===== src/rtl/bcd_stopwatch_pkg.sv =====
// Shared definitions for the MM:SS BCD stopwatch: FSM state encoding, digit limits,
// and the run/pause transition taken on a start_stop press.
// Latency: n/a (types and constants only). Backpressure: n/a.
package bcd_stopwatch_pkg;

  localparam int DIGIT_W = 4;

  // Per-digit wrap points. Minutes reuse the seconds limits (M9:59 style wrap to 00).
  localparam logic [DIGIT_W-1:0] SEC_ONES_MAX = 4'd9;
  localparam logic [DIGIT_W-1:0] SEC_TENS_MAX = 4'd5;
  localparam logic [DIGIT_W-1:0] MIN_ONES_MAX = SEC_ONES_MAX;
  localparam logic [DIGIT_W-1:0] MIN_TENS_MAX = SEC_TENS_MAX;

  // 2'd3 is never produced; it behaves exactly like IDLE if it ever appears.
  typedef enum logic [1:0] {
    ST_IDLE    = 2'd0,
    ST_RUNNING = 2'd1,
    ST_PAUSED  = 2'd2
  } state_t;

  // A press pauses a running watch and otherwise (idle, paused, unused code) starts it.
  function automatic state_t next_on_press(input state_t s);
    case (s)
      ST_RUNNING: return ST_PAUSED;
      default:    return ST_RUNNING;
    endcase
  endfunction

endpackage


===== src/rtl/bcd_digit_counter.sv =====
// One BCD digit of the stopwatch chain: counts 0..MAX on inc, wraps to 0 and carries.
// Latency: q updates on the clk edge after inc; carry is combinational (inc & q==MAX).
// Backpressure: none; every inc is accepted in the cycle it is presented.
//
// Ports:
//   clk, reset (async, active-high), clr (sync zero, priority over inc),
//   inc (advance one count), q (current BCD digit), carry (inc arriving at MAX).
module bcd_digit_counter
  import bcd_stopwatch_pkg::*;
#(
  parameter logic [DIGIT_W-1:0] MAX = SEC_ONES_MAX
) (
  input  logic               clk,
  input  logic               reset,
  input  logic               clr,
  input  logic               inc,
  output logic [DIGIT_W-1:0] q,
  output logic               carry
);

  assign carry = inc & (q == MAX);

  always_ff @(posedge clk or posedge reset) begin
    if (reset) begin
      q <= '0;
    end else if (clr) begin
      q <= '0;
    end else if (inc) begin
      // >= rather than == so an out-of-range value can never persist.
      q <= (q >= MAX) ? '0 : q + DIGIT_W'(1);
    end
  end

endmodule


===== src/rtl/bcd_stopwatch.sv =====
// MM:SS stopwatch core: run/pause FSM, button edge detect, seconds prescaler, BCD digit chain.
// Latency: press sampled at edge N shows on running after edge N; digits move on the tick edge.
// Backpressure: none; button levels are sampled every cycle, clear has priority over start_stop.
//
// Ports:
//   clk, reset        system clock, async active-high reset
//   start_stop        debounced button level, rising edge toggles run/pause
//   clear             synchronous clear level, returns to IDLE with 00:00
//   digit0..digit3    seconds ones, seconds tens, minutes ones, minutes tens (BCD)
//   running           high while in RUNNING
//   rollover          one-cycle pulse on the 59:59 -> 00:00 wrap
module bcd_stopwatch
  import bcd_stopwatch_pkg::*;
#(
  parameter int TICKS_PER_SEC = 50000000,
  parameter int PRESC_W       = 26
) (
  input  logic               clk,
  input  logic               reset,
  input  logic               start_stop,
  input  logic               clear,
  output logic [DIGIT_W-1:0] digit0,
  output logic [DIGIT_W-1:0] digit1,
  output logic [DIGIT_W-1:0] digit2,
  output logic [DIGIT_W-1:0] digit3,
  output logic               running,
  output logic               rollover
);

  localparam logic [PRESC_W-1:0] PRESC_LAST = PRESC_W'(TICKS_PER_SEC - 1);

  state_t               state;
  logic                 btn_q;
  logic [PRESC_W-1:0]   presc;
  logic                 press;
  logic                 tick;
  logic                 carry_s0;
  logic                 carry_s1;
  logic                 carry_m0;
  logic                 carry_m1;

  // btn_q resets high so a button held through reset needs a release before it counts.
  assign press = start_stop & ~btn_q;

  // A press leaving RUNNING and a clear both win over the second boundary.
  assign tick = (state == ST_RUNNING) & (presc == PRESC_LAST) & ~press & ~clear;

  always_ff @(posedge clk or posedge reset) begin
    if (reset) begin
      state    <= ST_IDLE;
      btn_q    <= 1'b1;
      presc    <= '0;
      running  <= 1'b0;
      rollover <= 1'b0;
    end else begin
      btn_q    <= start_stop;
      // Last carry only fires at 59:59 with a tick, and tick is already masked by clear.
      rollover <= carry_m1;

      if (clear) begin
        state   <= ST_IDLE;
        presc   <= '0;
        running <= 1'b0;
      end else if (press) begin
        // Prescaler holds across the transition so a resume finishes the partial second.
        state   <= next_on_press(state);
        running <= (next_on_press(state) == ST_RUNNING);
      end else if (state == ST_RUNNING) begin
        presc <= (presc == PRESC_LAST) ? '0 : presc + PRESC_W'(1);
      end
    end
  end

  bcd_digit_counter #(.MAX(SEC_ONES_MAX)) u_sec_ones (
    .clk   (clk),
    .reset (reset),
    .clr   (clear),
    .inc   (tick),
    .q     (digit0),
    .carry (carry_s0)
  );

  bcd_digit_counter #(.MAX(SEC_TENS_MAX)) u_sec_tens (
    .clk   (clk),
    .reset (reset),
    .clr   (clear),
    .inc   (carry_s0),
    .q     (digit1),
    .carry (carry_s1)
  );

  bcd_digit_counter #(.MAX(MIN_ONES_MAX)) u_min_ones (
    .clk   (clk),
    .reset (reset),
    .clr   (clear),
    .inc   (carry_s1),
    .q     (digit2),
    .carry (carry_m0)
  );

  bcd_digit_counter #(.MAX(MIN_TENS_MAX)) u_min_tens (
    .clk   (clk),
    .reset (reset),
    .clr   (clear),
    .inc   (carry_m0),
    .q     (digit3),
    .carry (carry_m1)
  );

endmodule

===== config.mk =====
export PLATFORM = sky130hd
export DESIGN_NAME = bcd_stopwatch
export DESIGN_NICKNAME = d
export VERILOG_FILES = /design/src/rtl/bcd_stopwatch_pkg.sv /design/src/rtl/bcd_digit_counter.sv /design/src/rtl/bcd_stopwatch.sv
export SDC_FILE = /design/constraint.sdc
export NUM_CORES = 1
export LEC_CHECK = 0
export ABC_AREA = 1
export CAP_MARGIN = 20
export CELL_PAD_IN_SITES_DETAIL_PLACEMENT = 0
export CELL_PAD_IN_SITES_GLOBAL_PLACEMENT = 1
export CORE_MARGIN = 2
export CORE_UTILIZATION = 45
export CTS_BUF_LIST = sky130_fd_sc_hd__clkbuf_2 sky130_fd_sc_hd__clkbuf_4 sky130_fd_sc_hd__clkbuf_8
export CTS_CLUSTER_SIZE = 14
export DETAILED_ROUTE_END_ITERATION = 10
export GPL_TIMING_DRIVEN = 0
export PLACE_DENSITY_LB_ADDON = 0.1
export SYNTH_ARGS = -nofsm -noshare
export SYNTH_HDL_FRONTEND = slang
export SYNTH_SLANG_ARGS = --single-unit

===== constraint.sdc =====
create_clock -name clk -period 1.8 [get_ports clk]
set_input_delay 0.45 -clock clk [delete_from_list [all_inputs] [get_ports clk]]
set_output_delay 0.45 -clock clk [all_outputs]
set_load 0.1 [all_outputs]

# ---- Yosys cells after proc, flatten, opt, wreduce, memory -nomap -nowiden
# Index checks and enable logic that the tools add are counted.
dict set report classes {
  mux 22
  bitwise_logic 11
  magnitude_cmp 4
  n_reduce_logical 7
  n_eq_ne 8
  n_addsub 5
}
# op n
set op_table {}
lappend op_table {{two-way mux 26 bit} 4}
lappend op_table {{two-way mux 4 bit} 12}
lappend op_table {{adder 26 x 1 -> 26 bit (second input constant)} 1}
lappend op_table {{== test 26 bit (second input constant)} 1}
lappend op_table {{adder 4 x 1 -> 4 bit (second input constant)} 4}
lappend op_table {{nonzero test 2 bit} 6}
lappend op_table {{AND 1 bit} 8}
lappend op_table {{== test 4 x 3 -> 1 bit (second input constant)} 2}
lappend op_table {{== test 4 bit (second input constant)} 2}
lappend op_table {{greater-or-equal comparator 4 x 3 -> 1 bit (second input constant)} 2}
lappend op_table {{greater-or-equal comparator 4 bit (second input constant)} 2}
lappend op_table {{two-way mux 2 bit} 4}
lappend op_table {{== test 2 x 1 -> 1 bit (second input constant)} 2}
lappend op_table {{inverter 1 bit} 3}
lappend op_table {{two-way mux 1 bit} 2}
lappend op_table {{!= test 2 bit (second input constant)} 1}
lappend op_table {{AND reduction 2 bit} 1}
dict set report totals {
  out_inout_bits 18
  input_bits 4
  word_cells 66
  register_bits 47
}

# ---- Logic depth before layout (Yosys ltp)
# Gate-level depths: netlist of run 1.
dict set report depth {
  word_depth 10
  mapped_depth 11
  mapped_depth_nobuf 11
}

# ---- Hierarchy
# Synthesis of run 1 repeated with hierarchy kept, for this count alone.
dict set report hier_totals {
  cells_unflattened 411
  area_unflattened_um2 2989.1
}
# module seq_area_each_um2 area_each_um2 cells_per_inst n_inst
set by_module_without_submodules {}
lappend by_module_without_submodules {bcd_stopwatch 752.0 1908.1 275 1}
lappend by_module_without_submodules {{bcd_digit_counter at u_min_tens ...} 100.1 279.0 34 2}
lappend by_module_without_submodules {{bcd_digit_counter at u_min_ones ...} 100.1 261.5 34 2}

# ---- Worst setup path before layout of run 1
# Ideal clock, no wire load.
dict set report synth_path {
  path_kind {register -> register}
  startpoint {register u_min_ones.q[0]}
  endpoint {register u_min_tens.q[0]}
  required_ns 1.676
  path_slack_ns -0.351
  period_less_slack_ns 2.151
  stages_incl_launch_ff 7
  t_arrival_ns 2.027
  path_buffers 0
  cell_sequence {dfrtp_1 ha_1 inv_1 nor3b_1 nand3_2 nand3_1 nand2_1}
}
dict set report synth_via {
  elab_chain_cells 3
}
# item line_no
set synth_rtl {}
lappend synth_rtl {{start: declaration} bcd_digit_counter.sv:17} ;# output logic [DIGIT_W-1:0] q,
lappend synth_rtl {{start signal: assignment} bcd_digit_counter.sv:30} ;# q <= (q >= MAX) ? '0 : q + DIGIT_W'(1);
lappend synth_rtl {{== test 4 bit} bcd_digit_counter.sv:21} ;# assign carry = inc & (q == MAX);
lappend synth_rtl {{AND 1 bit} bcd_digit_counter.sv:21}
lappend synth_rtl {{nonzero test 2 bit (no source line)} --}
lappend synth_rtl {{end signal: assignment} bcd_digit_counter.sv:30}
lappend synth_rtl {{end: declaration} bcd_digit_counter.sv:17}
# No other way between the ends.
# A chain may end at the register's enable or synchronous reset.

# ---- Worst setup path in the final report of run 1
dict set report layout_path {
  startpoint {register u_min_ones.q[0]}
  endpoint {output port digit2[0]}
}
# item line_no
set layout_lines {}
lappend layout_lines {{end: declaration} bcd_stopwatch.sv:24} ;# output logic [DIGIT_W-1:0] digit2,
# No word-level cell between the ends.

==> results by group, run 1 <==
Clocking
  • Htree depth: 2
  • Max clock buf depth: 2
  • TritonCTS clock tree: done
  • Clk sinks: 46
  • Clk pin slew, worst setup/hold paths: 0.09 ns
  • CTS buffer count: 5
  • Hold buffers post-CTS: 0
  • Root buffer cell: clkbuf_8
  • Clk_lat worst skew: 0.30 ns

Setup path
  • Worst setup SP type: flip-flop
  • Worst Path Max Fanout: 7
  • Delay of the slowest cell on the worst path: 0.55 ns
  • WP buf/inv: 1
  • Top delay family on crit path: buffers and inverters
  • CP Data Arrival Time: 1.31 ns
  • CP Cell Sequence: clkdlybuf4s18_2
  • CP max-delay cell: clkdlybuf4s18_2
  • Worst Path Required: 1.35 ns
  • R2R setup slack: 0.06 ns
  • Setup CP Type: flip-flop to output port
  • Setup crit end kind: output port

Floorplan
  • Die ar.: 7269 um^2
  • Core ar.: 6386 um^2
  • Die width: 85.26 um
  • Die height: 85.26 um
  • Cell Rows: 29
  • Initial core utilization: 0.4653
  • IO Pins: 22

GRT
  • First-pass GRT wire length: 11010 um
  • Vias in the first global route: 2315
  • Global Route met3 Usage: 0.03307
  • Initial antenna violation count: 0
  • Gr busiest metal: met2
  • Met1 usage: 0.2564
  • Met2 usage: 0.3139
  • GR Util All Layers: 0.1892
  • Largest net degree at the start of global routing: 25
  • Global route total overflow: 0

Routing
  • WL/cell: 13.53 um
  • Mean number of vias per cell: 5.115
  • Vias: 2537
  • DRC viols: 0
  • Routed wire length: 6711 um
  • Final ANT Viol Nets: 0
  • First drt pass iteration count: 4
  • Detailed Route Iter0 Violations: 115

Timing
  • Max-slew violations: 0
  • Worst Tran Pin Value: 0.5456 ns
  • Skew final: 0.005995 ns
  • Worst slew margin: 0.6357
  • Final Cycle Share: 0.9793
  • Final setup vio count: 0
  • RSZ-0062 raised after global routing: true
  • F_max: 567.3 MHz
  • Fin. Hold Viols: 0
  • Crit path time final: 1.763 ns
  • Fin Setup TNS: 0 ns

Placed design
  • IO buf count: 20
  • HPWL Detailed: 4970 um
  • GPL Wtd Cong: 0.8144

Synth
  • Most frequent cell after synthesis: nand2_1
  • Count of unique library cells instantiated by Yosys: 36
  • Synth Warn #: 0
  • Number of synthesized flops with an enable pin: 0
  • Cell Area, Synth: 2972 um^2
  • Ys flop type: dfrtp_1
  • Fraction of registers with async set/reset: 1.000
  • Synth Instances: 385
  • Seq/Total Area, Yosys: 0.3878
  • Yosys reg bits: 46
  • Yosys top cell area share: 0.3789
  • Synth cell count leaders: nand2_1 (68), nor2_1 (49), inv_1 (48)
  • Mean post-synth cell area: 7.718 um^2
  • Synth area leader: dfrtp_1
  • Top post-synthesis cells by area: dfrtp_1 (38%), nand2_1 (8.6%), nor2_1 (6.2%), nand3_1 (6.1%), inv_1 (6.1%)
  • Mapped Nets: 402

Cells and area
  • Fillers: 608
  • Nets: 435
  • Layout area overhead: 17.85%
  • Share of cells above drive strength 1: 0.2482
  • Final core occ: 0.5484
  • Antenna cells: 0

Hold path
  • Min-delay worst type: input pin to flip-flop

Power
  • P_leak: 1.476 nW
  • IR drop worst, VDD: 0.3010 mV
  • Cell Pwr Density: 519.5 nW/um^2

Job
  • Max-Cap Viols: 0

Outcome
  • Outcome: finished clean
-- metrics by stage --
stage	instance area (um^2)	worst slack, ns	hold WS (ns)	power (mW)	instances
2_1_floorplan	2990	0.01806	0.4545	1.145	385
3_3_place_gp	3287	-1.023	0.5215	1.182	482
3_5_place_dp	3307	-0.3542	0.5291	1.188	483
4_1_cts	3403	0.002508	0.4703	1.838	491
5_1_grt	3502	-0.04020	0.4860	1.900	496
6_report	3502	0.03729	0.4771	1.819	496
-- layout by cell type, fill, tap and decap left out, drive strengths merged --
cell / n
a21oi: 3
o21ai: 23
o21bai: 1
ha: 13
nor2: 62
o22ai: 2
nand3: 41
and3: 1
nand4: 16
a21o: 1
nand2: 81
clkinv: 2
dfstp: 1
nor3b: 1
xnor2: 5
clkbuf: 7
buf: 14
inv: 56
nor3: 10
nand3b: 2
clkdlybuf4s50: 2
o31ai: 1
xor2: 12
clkdlybuf4s18: 2
clkdlybuf4s15: 13
a21boi: 1
dfrtp: 45
a211oi: 1
-- final timing paths --
check,endpoint,from,cells past startpoint
worst max-delay path,digit2[0],u_min_ones.q[0],1
min in group asynchronous,rollover,reset,2
max in group asynchronous,btn_q,reset,3
worst min register to register,u_sec_ones.q[0],u_sec_ones.q[0],1
worst max register to register,u_min_tens.q[1],presc[1],10
worst min-delay path,state[1],clear,2
-- sequential cells by signal, summed over array words and instances (netlist names) --
| register | count |
|---|---|
| u_sec_ones.q | 4 |
| u_min_tens.q | 4 |
| btn_q | 1 |
| rollover | 1 |
| running | 1 |
| presc | 26 |
| state | 1 |
| u_sec_tens.q | 4 |
| u_min_ones.q | 4 |
-- power breakdown --
part / total, mW / switching (mW) / internal [mW] / leakage, nW
sequential: 1.04 / 0.00351 / 1.04 / 0.615
combinational: 0.131 / 0.0962 / 0.0346 / 0.813
clock: 0.646 / 0.361 / 0.285 / 0.0484
-- layer usage --
| metal | part of all wire | up-vias |
|---|---|---|
| li1 | - | 1301 |
| met1 | 0.49 | 1180 |
| met2 | 0.47 | 48 |
| met3 | 0.028 | 8 |
| met4 | 0.010 | 0 |
| met5 | 0 | - |
-- repair_timing --
item,4_1_cts,5_1_grt
endpoints found under the setup margin,21,30
pin swaps,0,4
setup buffers,0,5
resized for setup,59,23
-- area by class of cell --
cell class	instances	area, um^2	share of cell area
timing repair buffer	26	259.0	0.07395
clock buffer	6	76.32	0.02179
inverter	56	215.2	0.06145
buffer	6	40.04	0.01143
sequential	46	1172	0.3348
tap	77	96.34	0.02751
clock inverter	2	10.01	0.002858
multi-input combinational	277	1633	0.4662
-- logic make-up (layout without fill, tap and decap cells) --
| family | Yosys count | after routing | synth area share |
|---|---|---|---|
| simple gates | 214 | 214 | 0.3613 |
| flops | 46 | 46 | 0.3878 |
| fa+ha+maj | 13 | 13 | 0.05474 |
| buf+inv | 62 | 96 | 0.08421 |
| compound gates | 33 | 33 | 0.06190 |
| xor+xnor | 17 | 17 | 0.05010 |
(Power assumes the default switching activity.)
==> run 2: changes to the inputs <==
--- a/config.mk
+++ b/config.mk
@@ -5,12 +5,11 @@
 export SDC_FILE = /design/constraint.sdc
 export NUM_CORES = 1
 export LEC_CHECK = 0
-export ABC_AREA = 1
 export CAP_MARGIN = 20
 export CELL_PAD_IN_SITES_DETAIL_PLACEMENT = 0
 export CELL_PAD_IN_SITES_GLOBAL_PLACEMENT = 1
 export CORE_MARGIN = 2
-export CORE_UTILIZATION = 45
+export CORE_UTILIZATION = 47
 export CTS_BUF_LIST = sky130_fd_sc_hd__clkbuf_2 sky130_fd_sc_hd__clkbuf_4 sky130_fd_sc_hd__clkbuf_8
 export CTS_CLUSTER_SIZE = 14
 export DETAILED_ROUTE_END_ITERATION = 10
==> run 2 against run 1 <==
The run now ends with setup timing left. Largest power group unchanged. Critical path type is now flip-flop to flip-flop. Cell area grew 3.0%. Count of clock-buffer cells in the layout is the same. Register-to-register slack lost 0.37 ns. Clock power grew 48%. Non-clock buffer count grew 23. Flip-flop and latch count is the same.
==> results by group, run 2 <==
Clocking
  • Clk sinks: 46
  • Clk pin slew, worst setup/hold paths: 0.09 ns
  • Htree depth: 2
  • Root buffer cell: clkbuf_8
  • Clk_lat worst skew: 0.30 ns
  • TritonCTS clock tree: done
  • Max clock buf depth: 2
  • Hold buffers post-CTS: 0
  • CTS buffer count: 5

Synth
  • Top post-synthesis cells by area: dfrtp_1 (42%), ha_1 (6.0%), xnor2_1 (5.2%), nor2_1 (4.0%), nor4_1 (3.2%)
  • Synth cell count leaders: dfrtp_1 (45), nor2_1 (29), inv_1 (19)
  • Fraction of registers with async set/reset: 1.000
  • Synth area leader: dfrtp_1
  • Synth Warn #: 0
  • Cell Area, Synth: 2699 um^2
  • Most frequent cell after synthesis: dfrtp_1
  • Mean post-synth cell area: 9.537 um^2
  • Synth Instances: 283
  • Ys flop type: dfrtp_1
  • Number of synthesized flops with an enable pin: 0
  • Yosys top cell area share: 0.4172
  • Yosys reg bits: 46
  • Mapped Nets: 300
  • Count of unique library cells instantiated by Yosys: 50
  • Seq/Total Area, Yosys: 0.4270

Setup path
  • Reg2Reg Depth: 6
  • CP max-delay cell: or4_4
  • Worst r2r dst: u_min_ones.q[3]
  • RR Startpoint: presc[9]
  • R2R setup slack: -0.31 ns
  • Worst Path Max Fanout: 4
  • Setup crit end kind: flip-flop
  • Delay of the slowest cell on the worst path: 0.56 ns
  • Worst setup path startpoint: presc[9]
  • Worst setup SP type: flip-flop
  • CP Data Arrival Time: 2.29 ns
  • CP Cell Sequence: or4_4 > nor3b_4 > buf_6 > and4_4 > a21oi_2 > a221o_1
  • Setup CP Type: flip-flop to flip-flop
  • Worst Path Required: 1.98 ns

Timing
  • Max-slew violations: 0
  • Fin. Hold Viols: 0
  • Final setup vio count: 42
  • Final Cycle Share: 1.174
  • Skew final: 0.007201 ns
  • F_max: 473.0 MHz
  • RSZ-0062 raised after global routing: true
  • Worst Tran Pin Value: 0.5926 ns
  • Fin Setup TNS: -8.339 ns
  • Setup ws final: -0.3139 ns
  • Hold WS: 0.3869 ns
  • Crit path time final: 2.114 ns
  • Worst slew margin: 0.6041

Placed design
  • HPWL Detailed: 4263 um
  • IO buf count: 21
  • Placed cell area: 3144 um^2
  • Dpl ws: -0.8811 ns
  • GPL Wtd Cong: 0.7353
  • Inst Count DP: 377

Power
  • Power Total: 2.199 mW
  • IR drop worst, VDD: 0.4138 mV
  • Sw frac: 0.2273
  • Clock Power Share: 0.435
  • Cell Pwr Density: 609.9 nW/um^2
  • Internal cell power: 1.699 mW
  • Sequential Power Share: 0.479
  • NetSw: 0.4998 mW
  • P_leak: 1.439 nW
  • Combinational share of power: 0.087

Hold path
  • WHS Path Cells: 1
  • HP Start: start_stop
  • WHS Endpoint: btn_q
  • Min-delay worst type: input pin to flip-flop

Routing
  • Detailed Route Iter0 Violations: 90
  • Routed wire length: 6335 um
  • DRC viols: 0
  • First drt pass iteration count: 4
  • Vias: 2242
  • Final ANT Viol Nets: 0
  • Mean number of vias per cell: 5.482
  • WL/cell: 15.49 um

Cells and area
  • Layout area overhead: 33.61%
  • Final non-filler cell total: 409
  • Most frequent cells in the layout: dfrtp_1 (27), nor2_1 (26), buf_4 (19)
  • Design area: 3606 um^2
  • Share of cells above drive strength 1: 0.3383
  • Max reg flops: 26
  • Reg with most FFs: presc
  • Antenna cells: 0
  • Most common cell after layout, fill and taps aside: dfrtp_1
  • Final core occ: 0.6509
  • Nets: 353

Outcome
  • Failing checks: setup timing
  • Outcome: complete, but fails checks

Job
  • Max-Cap Viols: 0

GRT
  • Met2 usage: 0.3345
  • Met1 usage: 0.3050
  • Global Route met3 Usage: 0.03394
  • First-pass GRT wire length: 10570 um
  • Initial antenna violation count: 0
  • Global route total overflow: 0
  • Vias in the first global route: 2214
  • Gr busiest metal: met2
  • GR Util All Layers: 0.2101
  • Largest net degree at the start of global routing: 29

Floorplan
  • Cell Rows: 27
  • IO Pins: 22
  • Core ar.: 5540 um^2
  • Die ar.: 6364 um^2
  • Die width: 79.78 um
  • Die height: 79.78 um
  • Initial core utilization: 0.4871
run 2: worst max path at each step:
| stage | endpoint | slack, ns |
|---|---|---|
| floorplan | u_min_tens.q[3] | -0.23 |
| global placement | u_sec_tens.q[0] | -0.99 |
| detailed placement | presc[24] | -0.88 |
| CTS | u_min_ones.q[3] | -0.35 |
| global route | u_sec_tens.q[0] | -0.37 |
| finish | u_min_ones.q[3] | -0.31 |
run 2: final cells by class:
class	instances	area (um^2)
fillers	477	1934
multi-input cells	209	1608
flip-flops and latches	46	1187
repair buffers	47	439.2
well taps	72	90.09
clock buffers	6	82.58
inverters	19	73.82
plain buffers	8	65.06
clock inverters	2	60.06
run 2: logic make-up after synthesis:
family / synth area share
fa+ha+maj: 0.06027
buf+inv: 0.03987
xor+xnor: 0.06815
mux: 0.02364
flops: 0.4270
simple gates: 0.2819
compound gates: 0.09922
run 2: power by group through the flow:
stage,Sequential [mW],Combinational [mW],Clock [mW]
2_1_floorplan,1.11,0.0836,0
3_3_place_gp,1.07,0.164,0
3_5_place_dp,1.07,0.170,0
4_1_cts,1.05,0.183,0.978
5_1_grt,1.05,0.208,1.01
6_report,1.05,0.191,0.956
run 2: metal layers:
metal	share of wire	wire, um
met5	0	0
met4	0.0076	48
met3	0.021	131
met2	0.47	2997
met1	0.50	3157
run 2: timing repair:
| item | 4_1_cts | 5_1_grt |
|---|---|---|
| endpoints found under the setup margin | 61 | 48 |
| resized for setup | 75 | 26 |
| setup buffers | 13 | 11 |
| pin swaps | 10 | 14 |
| gates cloned | 1 | 0 |
run 2: worst max-delay path, delay by kind of cell, from the launching register on:
kind	cells	cell delay (ns)
flip-flops	1	0.41
buffers and inverters	1	0.15
AO/OA/AOI/OAI	2	0.43
AND/OR/NAND/NOR	3	0.99
